$ cat src/rtl/irq_controller_if.sv
// Host bus and CPU acknowledge bundle for irq_controller.
//   cs/rd/wr/a/idata/odata : register bus (same style as the timer block)
//   inta                   : CPU interrupt acknowledge, level
//   intr                   : interrupt request to the CPU
// The master modport is the CPU/host side; the slave modport is the controller.
interface irq_controller_if;
    logic       cs;
    logic       rd;
    logic       wr;
    logic       a;
    logic [7:0] idata;
    logic [7:0] odata;
    logic       inta;
    logic       intr;

    modport master (
        output cs, rd, wr, a, idata, inta,
        input  odata, intr
    );

    modport slave (
        input  cs, rd, wr, a, idata, inta,
        output odata, intr
    );
endinterface

$ cat src/rtl/irq_controller.sv
// Eight-input, edge-triggered, fixed-priority interrupt controller.
// Request lines are synchronised, rising edges are latched into IRR, and intr is raised
// for the highest-priority unmasked request that outranks everything in service. An inta
// rising edge moves the selected request into ISR and latches a vector {BASE, level}.
// Ports:
//   clk      : system clock
//   reset_n  : asynchronous active-low reset
//   ir[7:0]  : asynchronous request lines, ir[0] highest priority
//   bus      : host bus (cs/rd/wr/a/idata/odata) plus inta/intr handshake
module irq_controller #(
    parameter int unsigned SYNC_STAGES = 2,
    parameter logic [7:0]  IMR_RESET   = 8'hFF
) (
    input  logic             clk,
    input  logic             reset_n,
    input  logic [7:0]       ir,
    irq_controller_if.slave  bus
);

    // Returns index of the lowest set bit, or 8 when nothing is set.
    function automatic logic [3:0] lowest_set(input logic [7:0] v);
        logic [3:0] idx;
        idx = 4'd8;
        for (int i = 7; i >= 0; i--) begin
            if (v[i]) idx = 4'(i);
        end
        return idx;
    endfunction

    logic [SYNC_STAGES-1:0][7:0] sync_q, sync_d;
    logic [7:0] hist_q;
    logic [7:0] irr_q, irr_d;
    logic [7:0] isr_q, isr_d;
    logic [7:0] imr_q, imr_d;
    logic [4:0] base_q, base_d;
    logic [7:0] vector_q, vector_d;
    logic       intr_q, intr_d;
    logic       wr_lvl_q;
    logic       inta_q;

    logic [7:0] ir_edge;
    logic [7:0] req;
    logic [3:0] sel;
    logic [3:0] cur;
    logic       wr_lvl;
    logic       wr_fire;
    logic       ack;
    logic       grant;
    logic [7:0] isr_eoi;

    assign sync_d  = {sync_q[SYNC_STAGES-2:0], ir};
    assign ir_edge = sync_q[SYNC_STAGES-1] & ~hist_q;

    assign req     = irr_q & ~imr_q;
    assign sel     = lowest_set(req);
    assign cur     = lowest_set(isr_q);
    assign wr_lvl  = bus.cs & bus.wr;
    assign wr_fire = wr_lvl & ~wr_lvl_q;
    assign ack     = bus.inta & ~inta_q;
    assign grant   = ack && (req != 8'd0) && (sel < cur);

    always_comb begin
        isr_eoi  = isr_q;
        irr_d    = irr_q;
        imr_d    = imr_q;
        base_d   = base_q;
        vector_d = vector_q;

        // EOI applies to the pre-ack ISR; the ack then sets its own bit on top.
        if (wr_fire && !bus.a) begin
            if (bus.idata[7]) begin
                base_d = bus.idata[7:3];
            end else if (bus.idata[7:5] == 3'b001) begin
                if (isr_q != 8'd0) isr_eoi[cur[2:0]] = 1'b0;
            end else if (bus.idata[7:5] == 3'b011) begin
                isr_eoi[bus.idata[2:0]] = 1'b0;
            end
        end
        if (wr_fire && bus.a) begin
            imr_d = bus.idata;
        end

        isr_d = isr_eoi;
        if (grant) begin
            isr_d[sel[2:0]] = 1'b1;
            irr_d[sel[2:0]] = 1'b0;
        end
        // A fresh edge in the ack cycle wins over the clear.
        irr_d = irr_d | ir_edge;

        if (ack) begin
            vector_d = grant ? {base_q, sel[2:0]} : {base_q, 3'b111};
        end

        intr_d = !bus.inta && (req != 8'd0) && (sel < cur);
    end

    always_ff @(posedge clk or negedge reset_n) begin
        if (!reset_n) begin
            sync_q   <= '0;
            hist_q   <= 8'd0;
            irr_q    <= 8'd0;
            isr_q    <= 8'd0;
            imr_q    <= IMR_RESET;
            base_q   <= 5'd0;
            vector_q <= 8'd0;
            intr_q   <= 1'b0;
            wr_lvl_q <= 1'b0;
            inta_q   <= 1'b0;
        end else begin
            sync_q   <= sync_d;
            hist_q   <= sync_q[SYNC_STAGES-1];
            irr_q    <= irr_d;
            isr_q    <= isr_d;
            imr_q    <= imr_d;
            base_q   <= base_d;
            vector_q <= vector_d;
            intr_q   <= intr_d;
            wr_lvl_q <= wr_lvl;
            inta_q   <= bus.inta;
        end
    end

    assign bus.intr = intr_q;

    always_comb begin
        bus.odata = 8'd0;
        if (bus.inta) begin
            bus.odata = vector_q;
        end else if (bus.cs && bus.rd) begin
            bus.odata = bus.a ? imr_q : irr_q;
        end
    end

endmodule

$ cat src/flat_wrapper.sv
// flat-port wrapper written by rule: the top's interface ports become plain ports
module irq_controller_flat 
#(
    parameter int unsigned SYNC_STAGES = 2,
    parameter logic [7:0]  IMR_RESET   = 8'hFF
)
  (clk, reset_n, ir, bus_cs, bus_rd, bus_wr, bus_a, bus_idata, bus_inta, bus_odata, bus_intr);
  irq_controller_if bus_i ();
  input  logic clk;
  input  logic reset_n;
  input  logic [7:0] ir;
  input wire logic [$bits(bus_i.cs)-1:0] bus_cs;
  input wire logic [$bits(bus_i.rd)-1:0] bus_rd;
  input wire logic [$bits(bus_i.wr)-1:0] bus_wr;
  input wire logic [$bits(bus_i.a)-1:0] bus_a;
  input wire logic [$bits(bus_i.idata)-1:0] bus_idata;
  input wire logic [$bits(bus_i.inta)-1:0] bus_inta;
  output wire logic [$bits(bus_i.odata)-1:0] bus_odata;
  output wire logic [$bits(bus_i.intr)-1:0] bus_intr;
  assign bus_i.cs = bus_cs;
  assign bus_i.rd = bus_rd;
  assign bus_i.wr = bus_wr;
  assign bus_i.a = bus_a;
  assign bus_i.idata = bus_idata;
  assign bus_i.inta = bus_inta;
  assign bus_odata = bus_i.odata;
  assign bus_intr = bus_i.intr;
  irq_controller #(.SYNC_STAGES(SYNC_STAGES), .IMR_RESET(IMR_RESET)) u_core (.clk(clk), .reset_n(reset_n), .ir(ir), .bus(bus_i));
endmodule
$ cat config.mk
export PLATFORM = sky130hd
export DESIGN_NAME = irq_controller_flat
export DESIGN_NICKNAME = d
export VERILOG_FILES = /design/src/rtl/irq_controller_if.sv /design/src/rtl/irq_controller.sv /design/src/flat_wrapper.sv
export SDC_FILE = /design/constraint.sdc
export NUM_CORES = 1
export LEC_CHECK = 0
export BUFFER_PORTS_ARGS = -buffer_cell sky130_fd_sc_hd__clkbuf_2
export CORE_MARGIN = 2
export CORE_UTILIZATION = 55
export DETAILED_ROUTE_END_ITERATION = 8
export PLACE_DENSITY = 0.76
export SLEW_MARGIN = 5
export SYNTH_ARGS = -nofsm -noshare
export SYNTH_HDL_FRONTEND = slang
export SYNTH_SLANG_ARGS = --single-unit
$ cat constraint.sdc
create_clock -name clk -period 2.8 [get_ports clk]
set_clock_uncertainty 0.1 [all_clocks]
set_input_delay 0.42 -clock clk [delete_from_list [all_inputs] [get_ports clk]]
set_output_delay 0.42 -clock clk [all_outputs]
set_load 0.02 [all_outputs]
==> impl_metrics.py <==
metrics = {
    "run_status": {
        "outcome": "complete, but fails checks",
        "violations": "negative hold slack",
    },
    "clock_network": {
        "clk_latency_ns": 0.34,
        "htree_levels": 3,
        "ctsRootBufferMaster": "clkbuf_8",
        "cts_buffer_depth": 2,
        "numCtsBuffers": 9,
        "path_clk_slew_ns": 0.07,
        "cts_num_sinks": 64,
        "cts_tree": "built",
        "cts_hold_buf": 0,
    },
    "floorplan": {
        "die_h_microns": 76.6,
        "core_sq_mm": 0.00511,
        "die_area_sq_mm": 0.00586,
        "die_w_microns": 76.6,
        "num_rows": 26,
        "start_util_pct": 56.7,
        "ios": 32,
    },
    "critical_path": {
        "cp-end-kind": "register",
        "path_delay_family": "simple AND/OR/NAND/NOR gates",
        "crit_chain": "or2b_2 -> and2_1 -> a21oi_1 -> ha_1 -> o21ai_1 -> and4bb_4 -> or3_4 -> a21o_1",
        "start_kind": "register",
        "crit_fanout": 6,
        "cp.required_ns": 2.93,
        "critPathArrivalTime_ns": 2.77,
        "worst-setup-path-type": "register to register",
        "max_stage_delay_ns": 0.40,
        "crit_path_top_delay_cell": "or3_4",
        "path_buf_inv": 0,
    },
    "timing": {
        "rsz0062_at_grt": "false",
        "slew_violations": 0,
        "fin_setup_tns_ns": 0,
        "post-route-period-util_pct": 94.1,
        "setup_viol": 0,
        "final.min_clock_period_ns": 2.63,
        "hold_slack_ns": -0.00105,
        "relSlewSlack_pct": 53.0,
        "timing.fmax_mhz": 380,
        "hold_viol": 1,
        "worst_pin_slew_ns": 0.704,
    },
    "cells_and_area": {
        "diodes": 0,
        "final-seq-area_sq_mm": 0.00161,
        "drive_above_1_share_pct": 26.8,
        "fill_cells": 402,
        "final_common_cell": "dfrtp_1",
        "stdcell_count": 391,
        "nNetsFinal": 341,
        "layout_common_cells": "dfrtp_1 (56), nand2_1 (33), clkbuf_2 (31)",
        "area_growth_pct": 17.4,
        "final_util_pct": 66.6,
        "multi_input_area_sq_mm": 0.00123,
    },
    "power": {
        "power_density_mw_per_mm2": 820,
        "power.leakage_nw": 1.52,
        "irDropWorstVdd_mv": 0.581,
    },
    "grt": {
        "grt_pass1_vias": 2114,
        "grt_overflow": 0,
        "use_met2_pct": 35.6,
        "antenna_found_initial": 0,
        "grtUsageMet3_pct": 6.87,
        "grtUsageTotal_pct": 23.0,
        "grt_max_degree": 40,
        "grt_most_used_layer": "met2",
        "use_met1_pct": 30.0,
        "grt_pass1_wl_microns": 10200,
    },
    "detailed_routing": {
        "first_iter_violations": 195,
        "drt-total-wl_microns": 6080,
        "viasPerCell": 5.62,
        "drc": 0,
        "vias": 2197,
        "drt_pre_antenna_iters": 5,
        "wl_per_cell_microns": 15.5,
        "ant_nets": 0,
    },
    "synthesis": {
        "ys_ff_latch": 64,
        "ys_seq_area_share_pct": 55.6,
        "synth_warnings": 0,
        "synth_nets": 299,
        "ys_types": 49,
        "synth_area_sq_mm": 0.00290,
        "synth.avg_cell_area_sq_um": 10.6,
        "syn-instance-count": 274,
    },
    "place": {
        "place_hpwl_microns": 4420,
        "dp.cells": 375,
        "port_buffers": 31,
        "globalplace.congestion": 0.894,
    },
    "hold_path": {
        "hold_class": "input port to async pin",
    },
    "run": {
        "cap_violations": 0,
    },
}
[power breakdown]
group / switching (mW) / total (mW) / internal [mW] / leakage [nW]
registers: 0.112 / 1.20 / 1.08 / 0.726
logic: 0.437 / 0.726 / 0.288 / 0.693
clock network: 0.360 / 0.865 / 0.506 / 0.103
[cell usage after synthesis (all sizes together)]
library cell	n	share of area, %
dfrtp	56	48
nand2	33	4.3
o21ai	28	5.0
nor2	27	3.8
a21oi	11	1.9
nor2b	10	2.2
inv	9	1.2
mux2	9	3.5
dfstp	8	7.3
mux2i	8	2.8
nor3	7	1.2
or2b	7	2.1
a31oi	6	1.3
a22o	5	1.5
clkbuf	5	0.65
nand2b	4	0.86
nand3b	3	0.78
nor4	3	0.86
o31ai	3	0.78
or4	3	1.0
a211o	2	0.60
a211oi	2	0.69
a21o	2	0.52
ha	2	0.86
nand4	2	0.43
o41ai	2	0.60
or3	2	0.60
a21boi	1	0.26
a221oi	1	0.30
a41o	1	0.35
and2	1	0.22
and3	1	0.26
and3b	1	0.30
and4	1	0.35
and4bb	1	0.56
buf	1	0.17
nand4bb	1	0.39
nor3b	1	0.26
o2111ai	1	0.30
o211ai	1	0.26
o21a	1	0.26
o22ai	1	0.22
[stage by stage]
stage	area, sq um	setup slack [ns]	power (mW)
floorplan	2900	0.303	1.69
global placement	3170	0.201	1.90
detailed placement	3170	0.139	1.92
CTS	3390	0.112	2.79
global route	3400	0.0812	2.95
finish	3400	0.165	2.79
[sequential cells by signal, indices dropped and copies added, names as in the netlist]
name and flops:
u_core.hist_q 8, u_core.imr_q 8, u_core.irr_q 8, u_core.isr_q 8
u_core.sync_d 8, u_core.sync_q 8, u_core.vector_q 8, u_core.base_q 5
u_core.bus.intr 1, u_core.inta_q 1, u_core.wr_lvl_q 1
[logic make-up (layout without fill, tap and decap cells)]
logic type / after synthesis / in the layout / share of synthesized area [%]
AOI/OAI and AO/OA: 68 / 68 / 14.8
muxes: 17 / 17 / 6.26
adders and majority gates: 2 / 2 / 0.864
and+or+nand+nor: 108 / 108 / 20.4
DFF: 64 / 64 / 55.6
buffers and inverters: 15 / 62 / 1.99
[worst paths after layout]
check | from | end | depth (start not counted) | slack [ns]
setup / recovery | u_core.irr_q[2] | u_core.irr_q[7] | 8 | 0.17
hold / removal | reset_n | u_core.sync_d[14] | 1 | -0.001
min in group clk | ir[4] | u_core.sync_d[12] | 1 | 0.08
hold reg to reg | u_core.sync_d[15] | u_core.sync_q[15] | 0 | 0.25
setup reg to reg | u_core.irr_q[2] | u_core.irr_q[7] | 8 | 0.17
max in group asynchronous | reset_n | u_core.imr_q[2] | 2 | 1.90
[what timing repair did]
| action | in CTS | in global routing |
|---|---|---|
| resized for setup | 0 | 2 |
| setup endpoints to repair | 0 | 8 |
| setup buffers | 0 | 0 |
[metal layers]
metal	up-vias	routed length, microns
met5	-	0
met3	13	311
met2	65	2810
met1	1058	2820
met4	0	146
li1	1061	-
[worst reg2reg max path, stage by stage, from the launching register on]
cell and delay, ns:
dfrtp_1 0.36, or2b_2 0.34, and2_1 0.18, a21oi_1 0.21, ha_1 0.27, o21ai_1 0.18
and4bb_4 0.29, or3_4 0.41, a21o_1 0.19
[layout make-up]
type	count	area share (%)
Sequential cell	64	47.4
Multi-Input combinational cell	195	36.3
Timing Repair Buffer	37	6.25
Clock buffer	10	3.75
Clock inverter	6	2.72
Tap cell	70	2.58
Inverter	9	0.993
(Power assumes the default switching activity.)
